File: src/rtl/ctrl_seq.sv
// ctrl_seq: multi-cycle control sequencer (IF/ID/EX/MEM/WB/HALT) that drives datapath enables and the next PC.
// Latency: 3 cycles IF-to-IF for a branch, 4 for R-type, I-ALU, jal and store, 5 for a load.
// No backpressure: the sequencer advances on every edge, and HALT is left only through rst.
// Ports: clk, rst (async, active-high); ins, zero, PCp4, branch, jTarget (in);
//        PCin, RegWrite, ALUSrc, Mem2Reg, MemRead, MemWrite, op, state, halt, retired (out).
module ctrl_seq #(
  parameter logic [31:0] ENTRY = 32'h28
) (
  input  logic        clk,
  input  logic        rst,
  input  logic [31:0] ins,
  input  logic        zero,
  input  logic [31:0] PCp4,
  input  logic [31:0] branch,
  input  logic [31:0] jTarget,
  output logic [31:0] PCin,
  output logic        RegWrite,
  output logic        ALUSrc,
  output logic        Mem2Reg,
  output logic        MemRead,
  output logic        MemWrite,
  output logic [2:0]  op,
  output logic [2:0]  state,
  output logic        halt,
  output logic [15:0] retired
);

  localparam logic [2:0] S_IF   = 3'd0;
  localparam logic [2:0] S_ID   = 3'd1;
  localparam logic [2:0] S_EX   = 3'd2;
  localparam logic [2:0] S_MEM  = 3'd3;
  localparam logic [2:0] S_WB   = 3'd4;
  localparam logic [2:0] S_HALT = 3'd5;

  localparam logic [6:0] OPC_R   = 7'h33;
  localparam logic [6:0] OPC_I   = 7'h13;
  localparam logic [6:0] OPC_LD  = 7'h03;
  localparam logic [6:0] OPC_ST  = 7'h23;
  localparam logic [6:0] OPC_BR  = 7'h63;
  localparam logic [6:0] OPC_JAL = 7'h6F;

  localparam logic [2:0] OP_AND = 3'b000;
  localparam logic [2:0] OP_OR  = 3'b001;
  localparam logic [2:0] OP_ADD = 3'b010;
  localparam logic [2:0] OP_SUB = 3'b110;

  logic [2:0]  state_q, state_d;
  logic [6:0]  opc_q;
  logic [2:0]  f3_q;
  logic [31:0] pc_q;
  logic [15:0] retired_q;
  logic        alusrc_q, m2r_q;
  logic [2:0]  op_q;

  // Decode of the live instruction, only consumed on the ID->EX edge.
  logic [6:0]  opc_live;
  logic        opc_valid;
  logic        alusrc_d, m2r_d;
  logic [2:0]  op_d;
  logic        enter_if, id_to_ex;
  logic [31:0] next_pc;

  // Instruction fields this block never looks at (registers, immediates).
  logic unused_ins;
  assign unused_ins = ^{ins[31], ins[29:15], ins[11:7]};

  assign opc_live  = ins[6:0];
  assign opc_valid = (opc_live == OPC_R)  || (opc_live == OPC_I)  || (opc_live == OPC_LD) ||
                     (opc_live == OPC_ST) || (opc_live == OPC_BR) || (opc_live == OPC_JAL);

  always_comb begin
    alusrc_d = (opc_live != OPC_R) && (opc_live != OPC_BR);
    m2r_d    = (opc_live == OPC_LD);
    op_d     = OP_ADD;
    if (opc_live == OPC_BR) begin
      op_d = OP_SUB;
    end else if (opc_live == OPC_R) begin
      case (ins[14:12])
        3'b000:  op_d = ins[30] ? OP_SUB : OP_ADD;
        3'b111:  op_d = OP_AND;
        3'b110:  op_d = OP_OR;
        default: op_d = OP_ADD;
      endcase
    end
  end

  // State register.
  always_ff @(posedge clk or posedge rst) begin
    if (rst) state_q <= S_IF;
    else     state_q <= state_d;
  end

  // Next-state logic. EX and MEM steer on the opcode latched in ID.
  always_comb begin
    state_d = S_HALT;
    case (state_q)
      S_IF:   state_d = S_ID;
      S_ID:   state_d = opc_valid ? S_EX : S_HALT;
      S_EX: begin
        if ((opc_q == OPC_LD) || (opc_q == OPC_ST)) state_d = S_MEM;
        else if (opc_q == OPC_BR)                   state_d = S_IF;
        else                                        state_d = S_WB;
      end
      S_MEM:  state_d = (opc_q == OPC_LD) ? S_WB : S_IF;
      S_WB:   state_d = S_IF;
      S_HALT: state_d = S_HALT;
      default: state_d = S_HALT;
    endcase
  end

  // Output logic. Enables are pure decodes of state, so rst clears them at once.
  always_comb begin
    RegWrite = 1'b0;
    MemRead  = 1'b0;
    MemWrite = 1'b0;
    halt     = 1'b0;
    case (state_q)
      S_MEM: begin
        MemRead  = (opc_q == OPC_LD);
        MemWrite = (opc_q == OPC_ST);
      end
      S_WB:   RegWrite = (opc_q != OPC_ST) && (opc_q != OPC_BR);
      S_HALT: halt = 1'b1;
      default: ;
    endcase
  end

  assign state   = state_q;
  assign PCin    = pc_q;
  assign retired = retired_q;
  assign ALUSrc  = alusrc_q;
  assign Mem2Reg = m2r_q;
  assign op      = op_q;

  // Retirement happens only when a real instruction completes back into IF.
  assign enter_if = (state_d == S_IF) &&
                    ((state_q == S_EX) || (state_q == S_MEM) || (state_q == S_WB));
  assign id_to_ex = (state_q == S_ID) && (state_d == S_EX);

  // zero is sampled live on the EX->IF edge, which is where a branch retires.
  always_comb begin
    next_pc = PCp4;
    if (opc_q == OPC_JAL)                                 next_pc = jTarget;
    else if ((opc_q == OPC_BR) && (f3_q == 3'b000) && zero) next_pc = branch;
  end

  always_ff @(posedge clk or posedge rst) begin
    if (rst) begin
      opc_q     <= 7'h00;
      f3_q      <= 3'b000;
      pc_q      <= ENTRY;
      retired_q <= 16'h0000;
      alusrc_q  <= 1'b0;
      m2r_q     <= 1'b0;
      op_q      <= OP_ADD;
    end else begin
      if (state_q == S_ID) begin
        opc_q <= opc_live;
        f3_q  <= ins[14:12];
      end
      if (id_to_ex) begin
        alusrc_q <= alusrc_d;
        m2r_q    <= m2r_d;
        op_q     <= op_d;
      end else if (enter_if) begin
        alusrc_q <= 1'b0;
        m2r_q    <= 1'b0;
        op_q     <= OP_ADD;
      end
      if (enter_if) begin
        pc_q      <= next_pc;
        retired_q <= retired_q + 16'd1;
      end
    end
  end

endmodule

File: config.mk
export PLATFORM = sky130hd
export DESIGN_NAME = ctrl_seq
export DESIGN_NICKNAME = d
export VERILOG_FILES = /design/src/rtl/ctrl_seq.sv
export SDC_FILE = /design/constraint.sdc
export NUM_CORES = 1
export LEC_CHECK = 0
export BUFFER_PORTS_ARGS = -buffer_cell sky130_fd_sc_hd__buf_4
export CORE_MARGIN = 2
export CORE_UTILIZATION = 44
export CTS_CLUSTER_SIZE = 12
export DETAILED_ROUTE_END_ITERATION = 8
export HOLD_SLACK_MARGIN = 0.06
export PLACE_DENSITY = 0.9
export SLEW_MARGIN = 5
export SYNTH_ARGS = -nofsm -noshare
export SYNTH_HDL_FRONTEND = slang
export SYNTH_SLANG_ARGS = --single-unit
File: constraint.sdc
create_clock -name clk -period 2.4 [get_ports clk]
set_clock_uncertainty 0.05 [all_clocks]
set_input_delay 0.24 -clock clk [delete_from_list [all_inputs] [get_ports clk]]
set_output_delay 0.24 -clock clk [all_outputs]
set_load 0.05 [all_outputs]
==> reports/metrics.cfg, run 1 <==
[run_status]
outcome = finished, final reports clean

[global_route]
antenna_found_initial = 0
grt_pass1_vias = 3308
grt.overflow.total = 0
first_pass_grt_wire_length_mm = 15.6
use_met1_pct = 28.1
grt_use_met3_pct = 4.56
grt_max_degree = 45
grt_use_total_pct = 23.4
global_route.usage.met2_pct = 40.2
most_used_routing_layer_in_global_routing = met2

[clock_network]
cts_num_sinks = 66
cts_root_buf = clkbuf_8
cts_hold_repair.buffers = 2
cts-root-to-sink-buffers = 2
cts-buffers-inserted = 9
htree_num_levels = 3
clock_insertion_delay_worst_skew_ns = 0.34
cts.repair_timing.setup_buffer_count = 0
cts_resized = 0
tritoncts = built
worst_setup_hold_path_clk_slew_ns = 0.07

[placement]
io_buffer_count = 169
dpl-instance-area_um2 = 4720
gpl.final_weighted_congestion = 0.915
hpwl_reported_at_the_end_of_detailed_placement_mm = 7.22
placed_cells_incl_taps = 591

[drt]
postRouteWirelength_mm = 9.70
drt-wirelength-per-cell_um = 15.9
drt_first_pass_iters = 4
via_count = 3331
ant_nets = 0
route.detailed.drc = 0
vias_per_cell = 5.47
first_iter_violations = 79

[floorplan]
dieArea_um2 = 8310
core_area_um2 = 7290
die-width_um = 91.2
placement_rows = 31
floorplan.die.height_um = 91.2
starting_density_of_the_core_pct = 45.8
boundaryPins = 191

[pwr]
total_leakage_power_nw = 2.33
cellPowerDensity_nw_per_um2 = 1090
p_total_mw = 5.36
power.ir.vdd_worst_mv = 0.899

[yosys]
post_synthesis_net_count = 467
synth_area_um2 = 3340
synth_async_sr_flop_share_pct = 100
synth_area_per_cell_um2 = 9.98
yosysWarningCount = 0
synthCells = 335
seq_area_frac_synth_pct = 49.5
cell_types_with_the_largest_area_share_after_synthesis = dfrtp_1 (47%), o22a_1 (8.9%), o22ai_1 (6.0%)
synth_seq_cells = 66
synth.lib_cells_used.distinct = 44
synth_ff_type = dfrtp_1
synth_top_cell_area_share_pct = 47.2
synth_enable_flop_cells = 0
synth_top_cell_by_area = dfrtp_1

[critical_path]
critical_path.endpoint_type = primary output
type_of_the_worst_setup_path = flop to primary output
r2r.worst_path.cells = 5
cpPeakStageDelay_ns = 0.39
critPathArrivalTime_ns = 1.88
list_of_cells_traversed_by_the_critical_path = and3b_1 -> nand2_1 -> nor4_1 -> and3_1 -> buf_4
worst_path_max_delay_cell = dfrtp_1
rr_startpoint = opc_q[4]
r2r_setup_slack_ns = 0.24
crit_path_max_fanout = 3
worst_r2r_end = PCin[22]
required_ns = 2.11
crit_path_start_kind = flop

[cells_and_area]
final_cell_mix = buf_4 (176), dfrtp_1 (63), nand2_1 (43)
layout.cell_area.non_filler_um2 = 4920
fillerInstances = 584
final_cells = 609
final_common_cell = buf_4
num_antenna_cells = 0
finish.net_count = 637
area_growth_syn_to_fin_pct = 47.4
proportion_of_layout_cells_with_a_drive_suffix_above_1_pct = 41.0

[flow_run]
cap_violations = 0

[min_path]
min_delay_path_depth = 2
hold_start = ins[0]
worstHoldEndpoint = opc_q[0]
holdCritPathClass = input port to flop

[sta]
final_max_slew_viols = 0
final.period_utilization_pct = 90.3
fin_hold_ws_ns = 0.101
setup_viol = 0
maxClockFrequency_ghz = 0.462
fin_tns_setup_ns = 0
rsz0062_at_grt = false
period_needed_ns = 2.17
final-hold-violation-count = 0
worst_slew_pin_slew_ns = 0.596
slew_headroom_pct = 60.2

==> final cells by class <==
type                            instances  area [µm²]  area share (%)
Clock buffer                           12         135            2.74
Clock inverter                          4        45.0           0.915
Inverter                                5        18.8           0.381
Multi-Input combinational cell        243        1570            31.8
Sequential cell                        66        1660            33.6
Tap cell                               99         124            2.52
Timing Repair Buffer                  180        1380            28.0
==> worst max path at each step <==
stage	slack (ns)	start	cells past startpoint	end
6_report	0.23	opc_q[4]	5	MemWrite
5_1_grt	0.11	opc_q[4]	5	PCin[16]
2_1_floorplan	0.12	state[1]	4	MemRead
3_3_place_gp	0.34	opc_q[2]	5	retired[1]
3_5_place_dp	0.28	opc_q[4]	5	PCin[22]
4_1_cts	0.23	opc_q[4]	5	MemWrite
==> critical path: cells and delay by family, from the launching register on <==
kind | cells | cell delay [ns]
AND/OR/NAND/NOR | 4 | 0.96
flip-flops | 1 | 0.39
buffers and inverters | 1 | 0.19
==> stage by stage <==
stage | setup slack, ns | utilization (%)
after floorplan | 0.119 | -
after global placement | 0.338 | 64.8
after detailed placement | 0.275 | 64.8
after CTS | 0.226 | 67.5
after global routing | 0.107 | 67.5
final | 0.234 | 67.5
==> report_power, final <==
part           internal [mW]  switching [mW]
logic                  0.917            1.76
registers               1.52           0.284
clock network          0.476           0.404
total                   2.91            2.45
==> cell usage after synthesis, types with 2 or more instances <==
cell	number
a21o_1	2
a21oi_1	4
and2_1	2
and3_1	3
buf_4	5
clkbuf_1	14
dfrtp_1	63
dfstp_2	3
inv_1	5
mux2_2	11
nand2_1	43
nand2b_1	3
nand3_1	6
nand3b_1	2
nand4_1	5
nor2_1	10
nor2b_1	2
nor3_1	12
nor4_1	6
o21ai_0	22
o21ai_1	12
o22a_1	34
o22ai_1	32
xnor2_1	3
xor2_1	12
==> logic make-up after synthesis <==
family	after synthesis	share of synthesized area, %
adders and majority gates	1	0.374
AOI/OAI and AO/OA	117	24.6
and+or+nand+nor	99	14.2
buffers and inverters	26	3.74
DFF	66	49.5
muxes	11	3.71
xor gates and xnor gates	15	3.93
==> routing by layer <==
| metal | vias up | wire length, µm |
|---|---|---|
| met2 | 133 | 4870 |
| met5 | - | 0 |
| met4 | 0 | 264 |
| met1 | 1570 | 4000 |
| met3 | 29 | 556 |
| li1 | 1599 | - |
==> state kept, by name, indices dropped and copies added (netlist names) <==
name	cells
retired	16
Mem2Reg	1
opc_q	7
op	3
state	3
PCin	32
f3_q	3
ALUSrc	1
Note: power is estimated with default switching activity, not from simulation.
==> run 2: changes to the inputs <==
Settings changed: GPL_TIMING_DRIVEN set to 0, SKIP_CTS_REPAIR_TIMING set to 1.
==> reports/metrics.cfg, run 2 (same netlist as run 1, synthesis figures left out) <==
[floorplan]
floorplan.die.height_um = 91.2  ; unchanged
starting_density_of_the_core_pct = 45.8  ; unchanged
boundaryPins = 191  ; unchanged
core_area_um2 = 7290  ; unchanged
die-width_um = 91.2  ; unchanged
placement_rows = 31  ; unchanged
dieArea_um2 = 8310  ; unchanged

[drt]
drt_first_pass_iters = 5  ; was 4
ant_nets = 0  ; unchanged
vias_per_cell = 5.50  ; was 5.47
via_count = 3413  ; was 3331
route.detailed.drc = 0  ; unchanged
postRouteWirelength_mm = 10.3  ; was 9.70 mm
first_iter_violations = 95  ; was 79
drt-wirelength-per-cell_um = 16.6  ; was 15.9 µm

[cells_and_area]
max_ffs_per_register = 32  ; unchanged
final_common_cell = buf_4  ; unchanged
finish.net_count = 649  ; was 637
layout.cell_area.non_filler_um2 = 4930  ; was 4920 µm²
final_cell_mix = buf_4 (176), dfrtp_1 (63), nand2_1 (43)  ; unchanged
area_growth_syn_to_fin_pct = 47.5  ; was 47.4%
num_antenna_cells = 0  ; unchanged
proportion_of_layout_cells_with_a_drive_suffix_above_1_pct = 41.0  ; about the same
fillerInstances = 598  ; was 584

[sta]
rsz0062_at_grt = false  ; unchanged
slew_headroom_pct = 45.4  ; was 60.2%
worst_slew_pin_slew_ns = 0.819  ; was 0.596 ns
period_needed_ns = 2.12  ; was 2.17 ns
maxClockFrequency_ghz = 0.471  ; was 0.462 GHz
setup_viol = 0  ; unchanged
final_max_slew_viols = 0  ; unchanged
final-hold-violation-count = 0  ; unchanged
fin_hold_ws_ns = 0.0126  ; was 0.101 ns
final.period_utilization_pct = 88.5  ; was 90.3%

[global_route]
grt_use_total_pct = 24.2  ; was 23.4%
antenna_found_initial = 0  ; unchanged
first_pass_grt_wire_length_mm = 16.1  ; was 15.6 mm
grt.overflow.total = 0  ; unchanged
grt_pass1_vias = 3388  ; was 3308
grt_max_degree = 67  ; was 45

[pwr]
switchingPower_mw = 2.48  ; was 2.45 mW
total_leakage_power_nw = 2.33  ; about the same
seq_power_share_pct = 33.6  ; about the same
power_report.internal_total_mw = 2.83  ; was 2.91 mW
power.ir.vdd_worst_mv = 0.652  ; was 0.899 mV
pwr-share-clk_pct = 15.2  ; was 16.4%
p_total_mw = 5.32  ; was 5.36 mW
cellPowerDensity_nw_per_um2 = 1080  ; was 1090 nW/µm²
power.share.switching_pct = 46.7  ; was 45.7%
pwr-share-comb_pct = 51.2  ; was 50.0%

[placement]
gpl.final_weighted_congestion = 0.904  ; was 0.915
io_buffer_count = 169  ; unchanged
dpl-instance-area_um2 = 4740  ; was 4720 µm²
hpwl_reported_at_the_end_of_detailed_placement_mm = 7.78  ; was 7.22 mm

[critical_path]
r2r.worst_path.cells = 6  ; was 5
type_of_the_worst_setup_path = flop to flop  ; was flop to primary output
required_ns = 2.56  ; was 2.11 ns
crit_path_start_kind = flop  ; unchanged
critPathArrivalTime_ns = 2.29  ; was 1.88 ns
crit_path_max_fanout = 10  ; was 3
critical_path.endpoint_type = flop  ; was primary output

[clock_network]
worst_setup_hold_path_clk_slew_ns = 0.07  ; about the same
cts-root-to-sink-buffers = 2  ; unchanged
cts_root_buf = clkbuf_8  ; unchanged
cts_num_sinks = 66  ; unchanged
clock_insertion_delay_worst_skew_ns = 0.33  ; was 0.34 ns
htree_num_levels = 3  ; unchanged
tritoncts = built  ; unchanged
cts-buffers-inserted = 9  ; unchanged

[min_path]
holdCritPathClass = input port to async pin  ; was input port to flop

[run_status]
outcome = finished, final reports clean  ; unchanged

[flow_run]
cap_violations = 0  ; unchanged

## run 2: stage by stage
step                      setup WS [ns]  utilization, %  cells  TNS, ns
after CTS                       -0.0732            67.3    619  -0.0761
after detailed placement        -0.0313            65.0    603  -0.0313
after floorplan                   0.119               -    335        0
after global routing             0.0755            67.6    621        0
after global placement           -0.277            64.9    603   -17.26
final                             0.276            67.6    621        0
## run 2: layer usage
metal | track usage (%) | up-vias | part of all wire (%)
li1 | - | 1628 | -
met5 | 0 | - | 0
met3 | 3.98 | 16 | 5.4
met2 | 43.1 | 137 | 50
met4 | 8.84 | 0 | 1.7
met1 | 29.3 | 1632 | 43
## run 2: critical path, stage by stage (launching register included)
cell      delay, ns
dfrtp_1        0.39
nand3b_1       0.23
o311a_1        0.40
a311oi_4       0.20
buf_4          0.19
buf_4          0.19
mux2_2         0.35
## run 2: area by class of cell
cell class	instances	area [µm²]	area share, %
Timing Repair Buffer	171	1280	26.0
Multi-Input combinational cell	243	1570	31.7
Buffer	21	110	2.23
Tap cell	99	124	2.51
Clock buffer	11	141	2.87
Clock inverter	5	30.0	0.609
Inverter	5	21.3	0.431
Sequential cell	66	1660	33.6
## run 2: final timing paths
kind                       startpoint    endpoint  slack [ns]
max in group asynchronous         rst    opc_q[3]        1.73
max reg2reg                  opc_q[4]  retired[1]        0.28
min                               rst    PCin[14]        0.01
max                          opc_q[4]  retired[1]        0.28
min in group clk              ins[12]       op[0]        0.07
min reg2reg                   PCin[3]     PCin[3]        0.41
## run 2: power by group through the flow
stage | registers, mW | clock network [mW] | logic [mW]
2_1_floorplan | 2.84 | 0 | 0.750
3_3_place_gp | 1.78 | 0 | 2.67
3_5_place_dp | 1.80 | 0 | 2.73
4_1_cts | 1.78 | 0.826 | 2.73
5_1_grt | 1.84 | 0.884 | 2.87
6_report | 1.79 | 0.810 | 2.72
==> run 3: changes to the inputs <==
Settings changed: CORE_UTILIZATION 44 to 46, CTS_BUF_LIST set to sky130_fd_sc_hd__clkbuf_2, PLACE_DENSITY 0.9 to 0.93.
==> reports/metrics.cfg, run 3 (same netlist as run 1, synthesis figures left out) <==
[run_status]
outcome = finished, final reports clean  ; unchanged

[cells_and_area]
num_antenna_cells = 0  ; unchanged
proportion_of_layout_cells_with_a_drive_suffix_above_1_pct = 38.1  ; was 41.0%
max_ffs_per_register = 32  ; unchanged
multi_input_comb_area_um2 = 1570  ; about the same
final_cells = 660  ; was 621
finish.net_count = 688  ; was 649
register_area_um2 = 1660  ; unchanged
area_growth_syn_to_fin_pct = 57.6  ; was 47.5%
final_cell_mix = buf_4 (175), dfrtp_1 (63), nand2_1 (43)  ; was buf_4 (176), dfrtp_1 (63), nand2_1 (43)
finish.utilization_pct = 73.8  ; was 67.6%
fillerInstances = 550  ; was 598
final_common_cell = buf_4  ; unchanged

[sta]
maxClockFrequency_ghz = 0.441  ; was 0.471 GHz
period_needed_ns = 2.27  ; was 2.12 ns
rsz0062_at_grt = false  ; unchanged
final-hold-violation-count = 0  ; unchanged
fin_hold_ws_ns = 0.0947  ; was 0.0126 ns
final.period_utilization_pct = 94.6  ; was 88.5%
worst_slew_pin_slew_ns = 0.814  ; was 0.819 ns
slew_headroom_pct = 45.7  ; was 45.4%
setup_ws_ns = 0.131  ; was 0.276 ns
setup_viol = 0  ; unchanged
final_max_slew_viols = 0  ; unchanged

[drt]
postRouteWirelength_mm = 11.5  ; was 10.3 mm
first_iter_violations = 166  ; was 95
drt_first_pass_iters = 4  ; was 5
via_count = 3721  ; was 3413
route.detailed.drc = 0  ; unchanged
drt-wirelength-per-cell_um = 17.5  ; was 16.6 µm
vias_per_cell = 5.64  ; was 5.50
ant_nets = 0  ; unchanged

[global_route]
grt_max_degree = 67  ; unchanged
grt_pass1_vias = 3196  ; was 3388
grt.overflow.total = 0  ; unchanged
grt_use_total_pct = 24.6  ; was 24.2%
first_pass_grt_wire_length_mm = 15.0  ; was 16.1 mm
antenna_found_initial = 0  ; unchanged

[floorplan]
dieArea_um2 = 7960  ; was 8310 µm²
placement_rows = 31  ; unchanged
boundaryPins = 191  ; unchanged
floorplan.die.height_um = 89.2  ; was 91.2 µm
starting_density_of_the_core_pct = 46.8  ; was 45.8%
die-width_um = 89.2  ; was 91.2 µm
core_area_um2 = 7140  ; was 7290 µm²

[placement]
io_buffer_count = 169  ; unchanged
preCtsSetupSlack_ns = -0.0764  ; was -0.0313 ns
gpl.final_weighted_congestion = 0.864  ; was 0.904
hpwl_reported_at_the_end_of_detailed_placement_mm = 7.77  ; was 7.78 mm
placed_cells_incl_taps = 603  ; unchanged

[pwr]
power.ir.vdd_worst_mv = 0.707  ; was 0.652 mV
total_leakage_power_nw = 2.48  ; was 2.33 nW
pwr-share-comb_pct = 53.4  ; was 51.2%
seq_power_share_pct = 34.3  ; was 33.6%
pwr-share-clk_pct = 12.3  ; was 15.2%
cellPowerDensity_nw_per_um2 = 997  ; was 1080 nW/µm²
p_total_mw = 5.25  ; was 5.32 mW
power.share.switching_pct = 48.4  ; was 46.7%
switchingPower_mw = 2.54  ; was 2.48 mW
power_report.internal_total_mw = 2.71  ; was 2.83 mW

[clock_network]
cts-buffers-inserted = 9  ; unchanged
cts_root_buf = clkbuf_2  ; was clkbuf_8
worst_setup_hold_path_clk_slew_ns = 0.20  ; was 0.07 ns
htree_num_levels = 3  ; unchanged
cts-root-to-sink-buffers = 2  ; unchanged
clock_insertion_delay_worst_skew_ns = 0.48  ; was 0.33 ns
tritoncts = built  ; unchanged
cts_num_sinks = 66  ; unchanged

[critical_path]
crit_path_max_fanout = 3  ; was 10
worst_path_max_delay_cell = dfrtp_1  ; was o311a_1
critical_path.endpoint_type = primary output  ; was flop
cpPeakStageDelay_ns = 0.43  ; was 0.40 ns
list_of_cells_traversed_by_the_critical_path = and3b_1 -> nand2_1 -> nor4_2 -> and3_1 -> buf_4  ; was nand3b_1 -> o311a_1 -> a311oi_4 -> buf_4 -> buf_4 -> mux2_2
critPathArrivalTime_ns = 1.98  ; was 2.29 ns
crit_path_start_kind = flop  ; unchanged
cp.buffers_inverters = 1  ; was 2
critical-path-top-delay-family = simple AND/OR/NAND/NOR gates  ; was compound AO/OA/AOI/OAI gates
required_ns = 2.11  ; was 2.56 ns
type_of_the_worst_setup_path = flop to primary output  ; was flop to flop

[flow_run]
cap_violations = 0  ; unchanged

[min_path]
holdCritPathClass = input port to flop  ; was input port to async pin

[run 3: cell types whose count changed in the layout (fill, tap and decap cells not counted), sizes merged]
cell,before,now
buf,178,177
bufinv,0,1
clkbuf,25,24
clkinv,3,5
clkinvlp,2,0
dlygate4sd3,0,40
[run 3: final cells by class]
type	instances	share of cell area (%)
repair buffers	210	31.8
flip-flops and latches	66	31.4
multi-input cells	243	29.8
well taps	99	2.35
plain buffers	21	2.09
clock inverters	6	1.09
clock buffers	10	0.950
inverters	5	0.404
[run 3: path summary, 6_finish.rpt]
check                      startpoint  endpoint  slack [ns]  cells past startpoint
min in group asynchronous         rst   PCin[7]        0.38                      3
setup reg to reg             opc_q[3]  PCin[21]        0.18                      6
hold reg to reg               PCin[5]   PCin[5]        0.43                      2
setup / recovery             opc_q[4]  MemWrite        0.13                      5
hold / removal             jTarget[5]   PCin[5]        0.09                      4
max in group asynchronous         rst   f3_q[0]        1.35                      3
[run 3: routing by layer]
metal / track usage, % / wire (µm) / vias to the layer above
li1: - / - / 1703
met1: 29.7 / 4540 / 1812
met2: 43.6 / 5920 / 173
met3: 4.52 / 769 / 33
met4: 9.50 / 321 / 0
met5: 0 / 0 / -
[run 3: power by group through the flow]
stage	Sequential [mW]	Clock (mW)	Combinational [mW]
5_1_grt	1.84	0.702	2.95
3_3_place_gp	1.78	0	2.66
2_1_floorplan	2.84	0	0.750
4_1_cts	1.79	0.648	2.73
3_5_place_dp	1.81	0	2.72
6_report	1.80	0.648	2.80
[run 3: worst register-to-register path: cells and delay by family, from the launching register on]
kind                   cells  cell delay, ns
AO/OA/AOI/OAI              3            0.78
AND/OR/NAND/NOR            2            0.56
flip-flops                 1            0.45
buffers and inverters      1            0.30
[run 3: stage by stage]
stage               cell area (µm²)  TNS [ns]
CTS                            4840    -0.536
global placement               4730    -18.91
detailed placement             4740    -0.250
floorplan                      3340         0
finish                         5270         0
global route                   5270         0
